===== config.mk =====
export PLATFORM = sky130hd
export DESIGN_NAME = dcache_miss_controller
export DESIGN_NICKNAME = d
export VERILOG_FILES = /design/src/rtl/dcache_miss_controller.sv
export SDC_FILE = /design/constraint.sdc
export NUM_CORES = 1
export LEC_CHECK = 0
export CAP_MARGIN = 0
export CORE_MARGIN = 2
export CORE_UTILIZATION = 33
export DETAILED_ROUTE_END_ITERATION = 8
export GPL_TIMING_DRIVEN = 0
export PLACE_DENSITY = 0.76
export SYNTH_ARGS = -nofsm -noshare
export SYNTH_HDL_FRONTEND = slang
export SYNTH_SLANG_ARGS = --single-unit

===== constraint.sdc =====
create_clock -name clk -period 1.13 [get_ports clk]
set_input_delay 0.226 -clock clk [delete_from_list [all_inputs] [get_ports clk]]
set_output_delay 0.226 -clock clk [all_outputs]
set_load 0.01 [all_outputs]

===== src/rtl/dcache_miss_controller.sv =====
// Miss/refill sequencer for a direct-mapped, write-through, no-write-allocate data cache.
// Optional read hit/miss performance counters are enabled by defining DCACHE_PERF_CNT_EN.
module dcache_miss_controller #(
  parameter int WORDS_PER_BLOCK = 4,
  parameter int IDX_W           = 2,
  parameter int CNT_W           = 16
) (
  input  logic             clk,
  input  logic             rst_n,
  input  logic             req,
  input  logic             req_we,
  output logic             ready,
  output logic             adr_en,
  input  logic             hit,
  output logic             out_en,
  output logic             cache_we,
  output logic             mem_sel,
  output logic             valid_clr,
  output logic             valid_set,
  output logic [IDX_W-1:0] word_idx,
  output logic             mem_start,
  output logic             mem_we,
  input  logic             mem_ready,
  output logic [CNT_W-1:0] hit_cnt,
  output logic [CNT_W-1:0] miss_cnt
);

  typedef enum logic [3:0] {
    S_IDLE    = 4'd0,
    S_LATCH   = 4'd1,
    S_LOOKUP  = 4'd2,
    S_RF_REQ  = 4'd3,
    S_RF_WAIT = 4'd4,
    S_RF_WR   = 4'd5,
    S_RD_OUT  = 4'd6,
    S_WR_REQ  = 4'd7,
    S_WR_WAIT = 4'd8,
    S_DONE    = 4'd9
  } state_t;

  localparam logic [IDX_W-1:0] LAST_IDX = IDX_W'(WORDS_PER_BLOCK - 1);
  localparam logic [IDX_W-1:0] IDX_ONE  = IDX_W'(1);
  localparam logic [IDX_W-1:0] IDX_ZERO = {IDX_W{1'b0}};

  state_t           state_r, state_s;
  logic [IDX_W-1:0] word_idx_r, word_idx_s;
  logic             req_we_r;

  // State, refill word index and captured access direction
  always_ff @(posedge clk) begin
    if (!rst_n) begin
      state_r    <= S_IDLE;
      word_idx_r <= IDX_ZERO;
      req_we_r   <= 1'b0;
    end else begin
      state_r    <= state_s;
      word_idx_r <= word_idx_s;
      if (state_r == S_IDLE && req) begin
        req_we_r <= req_we;
      end else begin
        req_we_r <= req_we_r;
      end
    end
  end

  // Next-state and word index sequencing
  always_comb begin
    state_s    = state_r;
    word_idx_s = word_idx_r;
    case (state_r)
      S_IDLE: begin
        if (req) state_s = S_LATCH;
        else     state_s = S_IDLE;
      end
      S_LATCH: state_s = S_LOOKUP;
      S_LOOKUP: begin
        if (req_we_r) begin
          state_s = S_WR_REQ;
        end else if (hit) begin
          state_s = S_RD_OUT;
        end else begin
          state_s    = S_RF_REQ;
          word_idx_s = IDX_ZERO;
        end
      end
      S_RF_REQ: state_s = S_RF_WAIT;
      S_RF_WAIT: begin
        if (mem_ready) state_s = S_RF_WR;
        else           state_s = S_RF_WAIT;
      end
      S_RF_WR: begin
        if (word_idx_r == LAST_IDX) begin
          word_idx_s = IDX_ZERO;
          state_s    = S_RD_OUT;
        end else begin
          word_idx_s = word_idx_r + IDX_ONE;
          state_s    = S_RF_REQ;
        end
      end
      S_RD_OUT: state_s = S_DONE;
      S_WR_REQ: state_s = S_WR_WAIT;
      S_WR_WAIT: begin
        if (mem_ready) state_s = S_DONE;
        else           state_s = S_WR_WAIT;
      end
      S_DONE:  state_s = S_IDLE;
      default: state_s = S_IDLE;
    endcase
  end

  // Moore output decode; only the write-through cache update looks at hit
  always_comb begin
    ready     = 1'b0;
    adr_en    = 1'b0;
    out_en    = 1'b0;
    cache_we  = 1'b0;
    mem_sel   = 1'b0;
    valid_clr = 1'b0;
    valid_set = 1'b0;
    mem_start = 1'b0;
    mem_we    = 1'b0;
    case (state_r)
      S_LATCH: adr_en = 1'b1;
      S_RF_REQ: begin
        mem_start = 1'b1;
        mem_sel   = 1'b1;
        if (word_idx_r == IDX_ZERO) valid_clr = 1'b1;
        else                        valid_clr = 1'b0;
      end
      S_RF_WR: begin
        cache_we = 1'b1;
        mem_sel  = 1'b1;
        if (word_idx_r == LAST_IDX) valid_set = 1'b1;
        else                        valid_set = 1'b0;
      end
      S_RD_OUT: out_en = 1'b1;
      S_WR_REQ: begin
        mem_start = 1'b1;
        mem_we    = 1'b1;
        if (hit) cache_we = 1'b1;
        else     cache_we = 1'b0;
      end
      S_DONE:  ready = 1'b1;
      default: ready = 1'b0;
    endcase
  end

  assign word_idx = word_idx_r;

`ifdef DCACHE_PERF_CNT_EN
  localparam logic [CNT_W-1:0] CNT_ONE = CNT_W'(1);
  localparam logic [CNT_W-1:0] CNT_MAX = {CNT_W{1'b1}};

  logic [CNT_W-1:0] hit_cnt_r, miss_cnt_r;

  // Saturating read hit/miss counters, bumped once per read lookup
  always_ff @(posedge clk) begin
    if (!rst_n) begin
      hit_cnt_r  <= {CNT_W{1'b0}};
      miss_cnt_r <= {CNT_W{1'b0}};
    end else if (state_r == S_LOOKUP && !req_we_r) begin
      if (hit && hit_cnt_r != CNT_MAX)   hit_cnt_r  <= hit_cnt_r + CNT_ONE;
      if (!hit && miss_cnt_r != CNT_MAX) miss_cnt_r <= miss_cnt_r + CNT_ONE;
    end
  end

  assign hit_cnt  = hit_cnt_r;
  assign miss_cnt = miss_cnt_r;
`else
  assign hit_cnt  = {CNT_W{1'b0}};
  assign miss_cnt = {CNT_W{1'b0}};
`endif

endmodule

==> flow_metrics.py, run 1 <==
metrics = {
    "outcome": {
        "status": "finished with violations",
        "violations": "setup timing",
    },
    "layout": {
        "final_cell_mix": "44 x buf_4, 32 x conb_1, 9 x buf_2",
        "layout-drive-gt1-share_pct": 54.8,
        "n_antenna_cell": 0,
        "syn2layout_area_growth_pct": 78.2,
        "fin_nets": 177,
        "layout_commonest_cell": "buf_4",
        "fillers": 185,
        "final_area_mm2": 0.00138,
        "fin_cells": 196,
    },
    "floorplanning": {
        "core-area_mm2": 0.00221,
        "die_x_um": 52.5,
        "fp-row-count": 17,
        "start_util_pct": 35.1,
        "die-area_mm2": 0.00275,
        "die_y_um": 52.5,
        "io_pins": 49,
    },
    "placement": {
        "gp_congestion": 0.834,
        "dp_hpwl_um": 1350,
        "placed_cell_area_mm2": 0.00113,
        "io_buffers": 16,
        "place_inst": 176,
        "dp_slack_ns": -0.687,
    },
    "setup_path": {
        "crit_fanout": 5,
        "crit_path_cell_trace": "buf_8 > xor2_1 > and3_1 > buf_2",
        "reg2reg_slack_ns": -0.18,
        "required_ns": 0.90,
        "critPathMaxStageDelay_ns": 0.37,
        "setup.worst_path.start_class": "flip-flop",
        "crit_arrival_ns": 1.18,
        "reg2regPathDepth": 5,
        "critPathCapture": "mem_sel",
        "endpoint_kind": "primary output",
        "critPathKind": "reg -> out",
        "r2r_end": "req_we_r",
        "worst_path_max_delay_cell": "dfxtp_4",
        "crit_start": "state_r[2]",
        "r2r-start": "state_r[0]",
    },
    "clocking": {
        "hold_buffers": 0,
        "numCtsBuffers": 3,
        "clk_pin_slew_ns": 0.06,
        "cts_max_level": 1,
        "tritoncts": "yes",
        "clock-sinks": 7,
        "clk_latency_ns": 0.26,
        "clockBufferDepth": 2,
        "cts-root-buf": "clkbuf_4",
    },
    "logic_synthesis": {
        "ys_warn_count": 0,
        "synthArstFlopShare_pct": 0,
        "synth_seq_cells": 7,
        "yosysTopAreaCell": "buf_4",
        "yosysSeqAreaShare_pct": 18.1,
        "synth-main-ff-cell": "dfxtp_1",
        "synth_area_leaders": "buf_4 31%, dfxtp_1 18%, nor4b_1 3.4%",
        "syn_area_um2": 776,
        "yosysTopAreaCellShare_pct": 31.0,
        "synth_edf_count": 0,
        "syn_inst": 101,
        "syn_avg_cell_area_um2": 7.68,
        "synth_cell_types": 34,
    },
    "job": {
        "cap_viol_max_count": 0,
    },
    "worst_hold_path": {
        "hp-class": "reg -> reg",
    },
    "timing": {
        "fin_crit_sh_pct": 125,
        "finalHoldViolations": 0,
        "fin_crit_ns": 1.41,
        "fin_skew_ns": 0.00143,
        "clock.fmax_mhz": 709,
        "fin_ws_ns": -0.280,
        "slew_violations": 0,
        "rsz0062_at_grt": "yes",
        "finalSetupViolCount": 14,
    },
    "power": {
        "vdd_ir_drop_max_v": 0.000517,
        "total_power_mw": 1.14,
        "p_leak_nw": 0.719,
        "powerDensity_mw_per_mm2": 824,
    },
    "detailed_routing": {
        "ant_nets": 0,
        "route.detailed.drc": 0,
        "drt_iter0_markers": 20,
        "totalWireLength_um": 2240,
        "wl_per_cell_um": 11.4,
        "via_per_inst": 4.32,
        "first_pass_iters": 4,
        "num_vias": 847,
    },
    "grt": {
        "grt_pass1_vias": 756,
        "antenna_found_initial": 0,
        "grt_max_degree": 9,
        "grtUsageTotal_pct": 17.2,
        "grt_pass1_wl_um": 3420,
        "grt.overflow.total": 0,
    },
}
state kept, by name, summed over array words and instances, names as in the netlist:
name,cells
state_r,4
word_idx,2
req_we_r,1
cells in the mapped netlist, types with 2 or more instances:
cell,n
and3_1,4
buf_2,4
buf_4,32
dfxtp_1,7
ha_1,2
inv_1,6
nand2_1,5
nand2b_1,3
nor2_1,6
nor2b_1,2
nor3_1,3
nor4b_1,3
o21ai_0,2
o31ai_1,2
power by group:
part | internal, mW | switching, mW | total, mW | leakage, nW
Sequential | 0.273 | 0.0329 | 0.305 | 0.0609
Clock | 0.136 | 0.107 | 0.242 | 0.0150
Combinational | 0.317 | 0.275 | 0.592 | 0.643
Total | 0.725 | 0.415 | 1.14 | 0.719
metrics by stage:
step	utilization, %	hold slack, ns	setup TNS [ns]
6_report	62.5	0.544	-2.77
5_1_grt	62.5	0.564	-3.65
4_1_cts	59.3	0.524	-2.78
3_5_place_dp	51.1	0.528	-6.04
3_3_place_gp	51.1	0.518	-5.85
2_1_floorplan	-	0.344	-0.0763
cell type report:
class,instances,area (µm²),area share (%)
Multi-Input combinational cell,82,567,41.0
Buffer,36,289,20.9
Timing Repair Buffer,33,280,20.3
Sequential cell,7,158,11.4
Tap cell,28,35.0,2.53
Inverter,6,27.5,1.99
Clock buffer,4,26.3,1.90
how the worst min path moves through the flow:
stage / startpoint / end / depth (start not counted)
3_5_place_dp: word_idx[0] / word_idx[0] / 2
5_1_grt: word_idx[1] / word_idx[1] / 2
2_1_floorplan: rst_n / req_we_r / 1
4_1_cts: word_idx[0] / word_idx[0] / 2
6_report: word_idx[1] / word_idx[1] / 2
3_3_place_gp: word_idx[1] / word_idx[1] / 2
critical path: cells and delay by family, from the launching register on:
kind,cells,cell delay (ns)
buffers and inverters,2,0.25
xor gates and xnor gates,1,0.15
and+or+nand+nor,1,0.15
DFF,1,0.37
cell families after synthesis:
kind of cell    share of synthesized area [%]
buf+inv                                  37.9
simple gates                             23.1
compound gates                           15.0
flops                                    18.1
xor+xnor                                 2.26
fa+ha+maj                                3.23
other cells                             0.483
what timing repair did:
item / in CTS / in global routing
gates cloned: 1 / 0
pin swaps: 14 / 4
hold endpoints to repair: 0 / 0
buffers inserted: 9 / 8
resized for setup: 68 / 13
endpoints found under the setup margin: 17 / 17
layer usage:
layer  up-vias  routed length (µm)  track usage, %
li1        415                   -               -
met3         6                 171            2.86
met4         0                  51            7.69
met5         -                   0               0
met2        37                1220            32.9
met1       389                 792            18.0
Power figures use the tool's default switching activity.
==> inputs of run 2 (changes only) <==
--- a/config.mk
+++ b/config.mk
@@ -7,10 +7,11 @@
 export LEC_CHECK = 0
 export CAP_MARGIN = 0
 export CORE_MARGIN = 2
-export CORE_UTILIZATION = 33
+export CORE_UTILIZATION = 36
 export DETAILED_ROUTE_END_ITERATION = 8
 export GPL_TIMING_DRIVEN = 0
-export PLACE_DENSITY = 0.76
+export PLACE_DENSITY = 0.79
 export SYNTH_ARGS = -nofsm -noshare
 export SYNTH_HDL_FRONTEND = slang
 export SYNTH_SLANG_ARGS = --single-unit
+export TNS_END_PERCENT = 1
==> constraint.sdc (replaced) <==
create_clock -name clk -period 1.6 [get_ports clk]
set_input_delay 0.32 -clock clk [delete_from_list [all_inputs] [get_ports clk]]
set_output_delay 0.32 -clock clk [all_outputs]
set_load 0.01 [all_outputs]
==> flow_metrics.py, run 2 (same netlist as run 1, synthesis figures left out) <==
metrics = {
    "detailed_routing": {
        "wl_met3_um": 122,
        "ant_nets": 0,
        "via_per_inst": 3.97,
        "totalWireLength_um": 1740,
        "met2_length_um": 895,
        "met1_length_um": 667,
        "route.detailed.drc": 0,
        "num_vias": 711,
        "drt_iter0_markers": 14,
        "first_pass_iters": 4,
        "wl_per_cell_um": 9.72,
        "dr.max_layer_used": "met4",
    },
    "job": {
        "cap_viol_max_count": 0,
    },
    "setup_path": {
        "required_ns": 1.28,
        "reg2regPathDepth": 4,
        "reg2reg_slack_ns": 0.26,
        "critPathMaxStageDelay_ns": 0.32,
        "crit_family": "buffers and inverters",
        "critPathKind": "reg -> out",
        "cp_num_cells": 5,
        "setup.worst_path.start_class": "flip-flop",
        "cpMostUsedCell": "buf_8",
        "critPathCapture": "mem_sel",
        "r2r_end": "state_r[0]",
        "crit_start": "state_r[2]",
        "crit_path_cell_trace": "buf_8 > buf_8 > xor2_1 > and3_1 > buf_2",
        "crit_fanout": 10,
        "endpoint_kind": "primary output",
        "critPathBufInv": 3,
        "crit_arrival_ns": 1.27,
        "r2r-start": "state_r[2]",
        "worst_path_max_delay_cell": "dfxtp_2",
    },
    "grt": {
        "grt.overflow.total": 0,
        "grt_max_degree": 11,
        "grtUsageTotal_pct": 14.0,
        "grt_pass1_vias": 598,
        "antenna_found_initial": 0,
        "grt_pass1_wl_um": 2660,
    },
    "timing": {
        "fin_crit_ns": 1.59,
        "fin_crit_sh_pct": 99.5,
        "clock.fmax_mhz": 628,
        "finalSetupViolCount": 0,
        "slew_violations": 0,
        "fin_skew_ns": 0.00280,
        "finalHoldViolations": 0,
        "rsz0062_at_grt": "yes",
    },
    "layout": {
        "largest_reg_flops": 4,
        "fin_nets": 161,
        "final_area_mm2": 0.00117,
        "post-route-util_pct": 58.3,
        "syn2layout_area_growth_pct": 50.5,
        "top_register": "state_r",
        "final_cell_mix": "32 x buf_4, 32 x conb_1, 7 x clkdlybuf4s50_1",
        "layout-drive-gt1-share_pct": 38.2,
        "n_antenna_cell": 0,
    },
    "placement": {
        "dp_hpwl_um": 1280,
        "gp_congestion": 0.776,
        "io_buffers": 16,
        "placed_cell_area_mm2": 0.00109,
    },
    "clocking": {
        "clk_latency_ns": 0.27,
        "clk_pin_slew_ns": 0.06,
        "cts_max_level": 1,
        "clock-sinks": 7,
        "tritoncts": "yes",
        "cts-root-buf": "clkbuf_4",
        "numCtsBuffers": 3,
        "clockBufferDepth": 2,
    },
    "power": {
        "comb_power_share_pct": 44.2,
        "p_leak_nw": 0.590,
        "total_power_uw": 703,
        "power.switching_uw": 252,
        "clockPowerShare_pct": 25.0,
        "seq_power_share_pct": 30.8,
        "swShare_pct": 35.8,
        "powerDensity_mw_per_mm2": 603,
        "p_int_uw": 452,
        "vdd_ir_drop_max_v": 0.000463,
    },
    "floorplanning": {
        "die_x_um": 50.4,
        "die-area_mm2": 0.00254,
        "start_util_pct": 38.8,
        "io_pins": 49,
        "die_y_um": 50.4,
        "core-area_mm2": 0.00200,
        "fp-row-count": 16,
    },
    "outcome": {
        "status": "completed",
    },
    "worst_hold_path": {
        "hp-class": "reg -> reg",
    },
}
run 2: cell count changes in the layout (fill, tap and decap cells not counted), moves of 3 or more:
cell and change:
buf_4 -12, buf_6 -5, buf_2 -3, clkdlybuf4s50_1 +3, nor3_1 +3, nor3_2 -3
run 2: worst reg2reg max path, cell delays in order (launching register included):
cell and delay (ns):
dfxtp_2 0.32, buf_8 0.13, or3b_1 0.39, a211oi_2 0.23, o311a_1 0.20
run 2: layer usage:
metal	up-vias	track usage (%)
met1	296	16.7
met5	-	0
li1	380	-
met4	0	10.8
met2	31	22.6
met3	4	1.79
run 2: stage by stage:
step	hold WS [ns]	setup TNS, ns	setup WS [ns]	cells
floorplan	0.438	0	0.165	132
global placement	0.514	-1.45	-0.283	175
detailed placement	0.537	-1.66	-0.304	175
CTS	0.533	-0.0885	-0.0885	179
global route	0.546	-0.199	-0.0635	179
finish	0.528	0	0.00789	179
run 2: worst min-delay path by stage:
stage | from | endpoint | slack [ns] | depth (start not counted)
6_report | word_idx[0] | word_idx[0] | 0.53 | 2
5_1_grt | word_idx[0] | word_idx[0] | 0.55 | 2
4_1_cts | word_idx[0] | word_idx[0] | 0.53 | 2
3_5_place_dp | word_idx[1] | word_idx[1] | 0.54 | 2
3_3_place_gp | word_idx[1] | word_idx[1] | 0.51 | 2
2_1_floorplan | rst_n | req_we_r | 0.44 | 1
run 2: area by class of cell:
class                   count  area [µm²]
fillers                   211         835
multi-input cells          82         495
plain buffers              37         308
flip-flops and latches      7         151
repair buffers             16         130
well taps                  27        33.8
clock buffers               4        26.3
inverters                   6        22.5
run 2: timing repair:
| item | 4_1_cts | 5_1_grt |
|---|---|---|
| pin swaps | 1 | 3 |
| hold buffers | 0 | 0 |
| endpoints found under the setup margin | 9 | 8 |
| resized for setup | 45 | 10 |
| buffers inserted | 0 | 0 |
run 2: power groups by stage:
stage,clock network [mW],registers (mW),logic (mW)
after global placement,0,0.207,0.277
after CTS,0.178,0.212,0.294
after global routing,0.190,0.219,0.339
after floorplan,0,0.204,0.222
final,0.176,0.216,0.311
after detailed placement,0,0.208,0.284
==> inputs of run 3 (changes only) <==
--- a/config.mk
+++ b/config.mk
@@ -10,7 +10,7 @@
 export CORE_UTILIZATION = 36
 export DETAILED_ROUTE_END_ITERATION = 8
 export GPL_TIMING_DRIVEN = 0
-export PLACE_DENSITY = 0.79
+export PLACE_DENSITY = 0.77
 export SYNTH_ARGS = -nofsm -noshare
 export SYNTH_HDL_FRONTEND = slang
 export SYNTH_SLANG_ARGS = --single-unit
==> flow_metrics.py, run 3 (same netlist as run 1, synthesis figures left out) <==
metrics = {
    "grt": {
        "antenna_found_initial": 0,
        "grt.overflow.total": 0,
        "grt_pass1_wl_um": 2490,
        "grtUsageTotal_pct": 12.8,
        "grt_pass1_vias": 581,
        "grt_max_degree": 11,
        "met3_usage_pct": 2.98,
        "grt-busiest-layer": "met2",
        "use_met1_pct": 15.6,
        "grt_use_met2_pct": 20.8,
    },
    "floorplanning": {
        "die-area_mm2": 0.00254,
        "core-area_mm2": 0.00200,
        "die_x_um": 50.4,
        "die_y_um": 50.4,
        "io_pins": 49,
        "fp-row-count": 16,
        "start_util_pct": 38.8,
    },
    "setup_path": {
        "endpoint_kind": "primary output",
        "critPathKind": "reg -> out",
        "r2r-start": "state_r[2]",
        "required_ns": 1.28,
        "crit_fanout": 10,
        "crit_start": "state_r[2]",
        "critPathMaxStageDelay_ns": 0.31,
        "setup.worst_path.start_class": "flip-flop",
        "crit_family": "buffers and inverters",
        "crit_path_cell_trace": "buf_6 > buf_8 > xor2_1 > and3_1 > buf_2",
        "crit_arrival_ns": 1.29,
        "worst_path_max_delay_cell": "dfxtp_2",
        "critPathBufInv": 3,
    },
    "placement": {
        "io_buffers": 16,
        "place_inst": 175,
        "dp_slack_ns": -0.289,
        "gp_congestion": 0.776,
        "dp_hpwl_um": 1230,
        "placed_cell_area_mm2": 0.00109,
    },
    "clocking": {
        "clk_latency_ns": 0.26,
        "cts-root-buf": "clkbuf_4",
        "clock-sinks": 7,
        "cts_max_level": 1,
        "clockBufferDepth": 2,
        "tritoncts": "yes",
        "clk_pin_slew_ns": 0.06,
        "numCtsBuffers": 3,
        "cts_setup_buffers": 0,
    },
    "detailed_routing": {
        "wl_per_cell_um": 8.46,
        "route.detailed.drc": 0,
        "via_per_inst": 3.87,
        "drt_iter0_markers": 3,
        "num_vias": 693,
        "totalWireLength_um": 1520,
        "ant_nets": 0,
        "first_pass_iters": 4,
    },
    "timing": {
        "slew_violations": 0,
        "fin_crit_sh_pct": 101,
        "fin_skew_ns": 0.00241,
        "fin_crit_ns": 1.61,
        "clock.fmax_mhz": 620,
        "finalSetupViolCount": 1,
        "rsz0062_at_grt": "yes",
        "finalHoldViolations": 0,
        "hold_ws_ns": 0.521,
        "setup_tns_ns": -0.0140,
        "fin_ws_ns": -0.0140,
    },
    "layout": {
        "post-route-util_pct": 56.6,
        "n_antenna_cell": 0,
        "fin_cells": 179,
        "fin_nets": 161,
        "final_area_mm2": 0.00113,
        "syn2layout_area_growth_pct": 46.1,
        "final_cell_mix": "32 x buf_4, 32 x conb_1, 7 x clkdlybuf4s50_1, 7 x buf_2, 6 x nor2_1",
        "largest_reg_flops": 4,
        "top_register": "state_r",
        "layout-drive-gt1-share_pct": 38.2,
    },
    "power": {
        "total_power_uw": 683,
        "vdd_ir_drop_max_v": 0.000347,
        "p_leak_nw": 0.588,
        "powerDensity_mw_per_mm2": 603,
    },
    "worst_hold_path": {
        "hp-class": "reg -> reg",
        "worstHoldStart": "word_idx[0]",
    },
    "job": {
        "cap_viol_max_count": 0,
    },
    "outcome": {
        "violations": "setup timing",
        "status": "finished with violations",
    },
}
-- run 3: where the power goes --
part | leakage (nW) | internal, mW | switching [mW]
clock network | 0.0150 | 0.0959 | 0.0760
logic | 0.513 | 0.156 | 0.143
registers | 0.0595 | 0.193 | 0.0188
-- run 3: routing by layer --
metal,vias up,share of wire (%)
li1,380,-
met1,279,44
met2,29,46
met3,5,7.5
met4,0,2.9
met5,-,0
-- run 3: timing repair --
item                                   CTS  global route
endpoints found under the hold margin    0             0
setup endpoints to repair                9             6
gates resized for setup                 44             8
hold buffers                             0             0
-- run 3: worst paths after layout --
kind	endpoint	slack, ns	cells past startpoint
setup reg to reg	state_r[0]	0.30	4
hold reg to reg	word_idx[0]	0.52	2
hold / removal	word_idx[0]	0.52	2
setup / recovery	mem_sel	-0.01	5
-- run 3: layout make-up --
| cell class | instances | area [µm²] |
|---|---|---|
| sequential | 7 | 149 |
| tap | 27 | 33.8 |
| multi-input combinational | 82 | 483 |
| clock buffer | 4 | 26.3 |
| inverter | 6 | 22.5 |
| fill | 200 | 868 |
| timing repair buffer | 16 | 119 |
| buffer | 37 | 300 |
-- run 3: worst reg2reg max path: cells and delay by family (launching register included) --
family | cells | cell delay, ns
flops | 1 | 0.31
buf+inv | 1 | 0.13
simple gates | 1 | 0.39
compound gates | 2 | 0.41
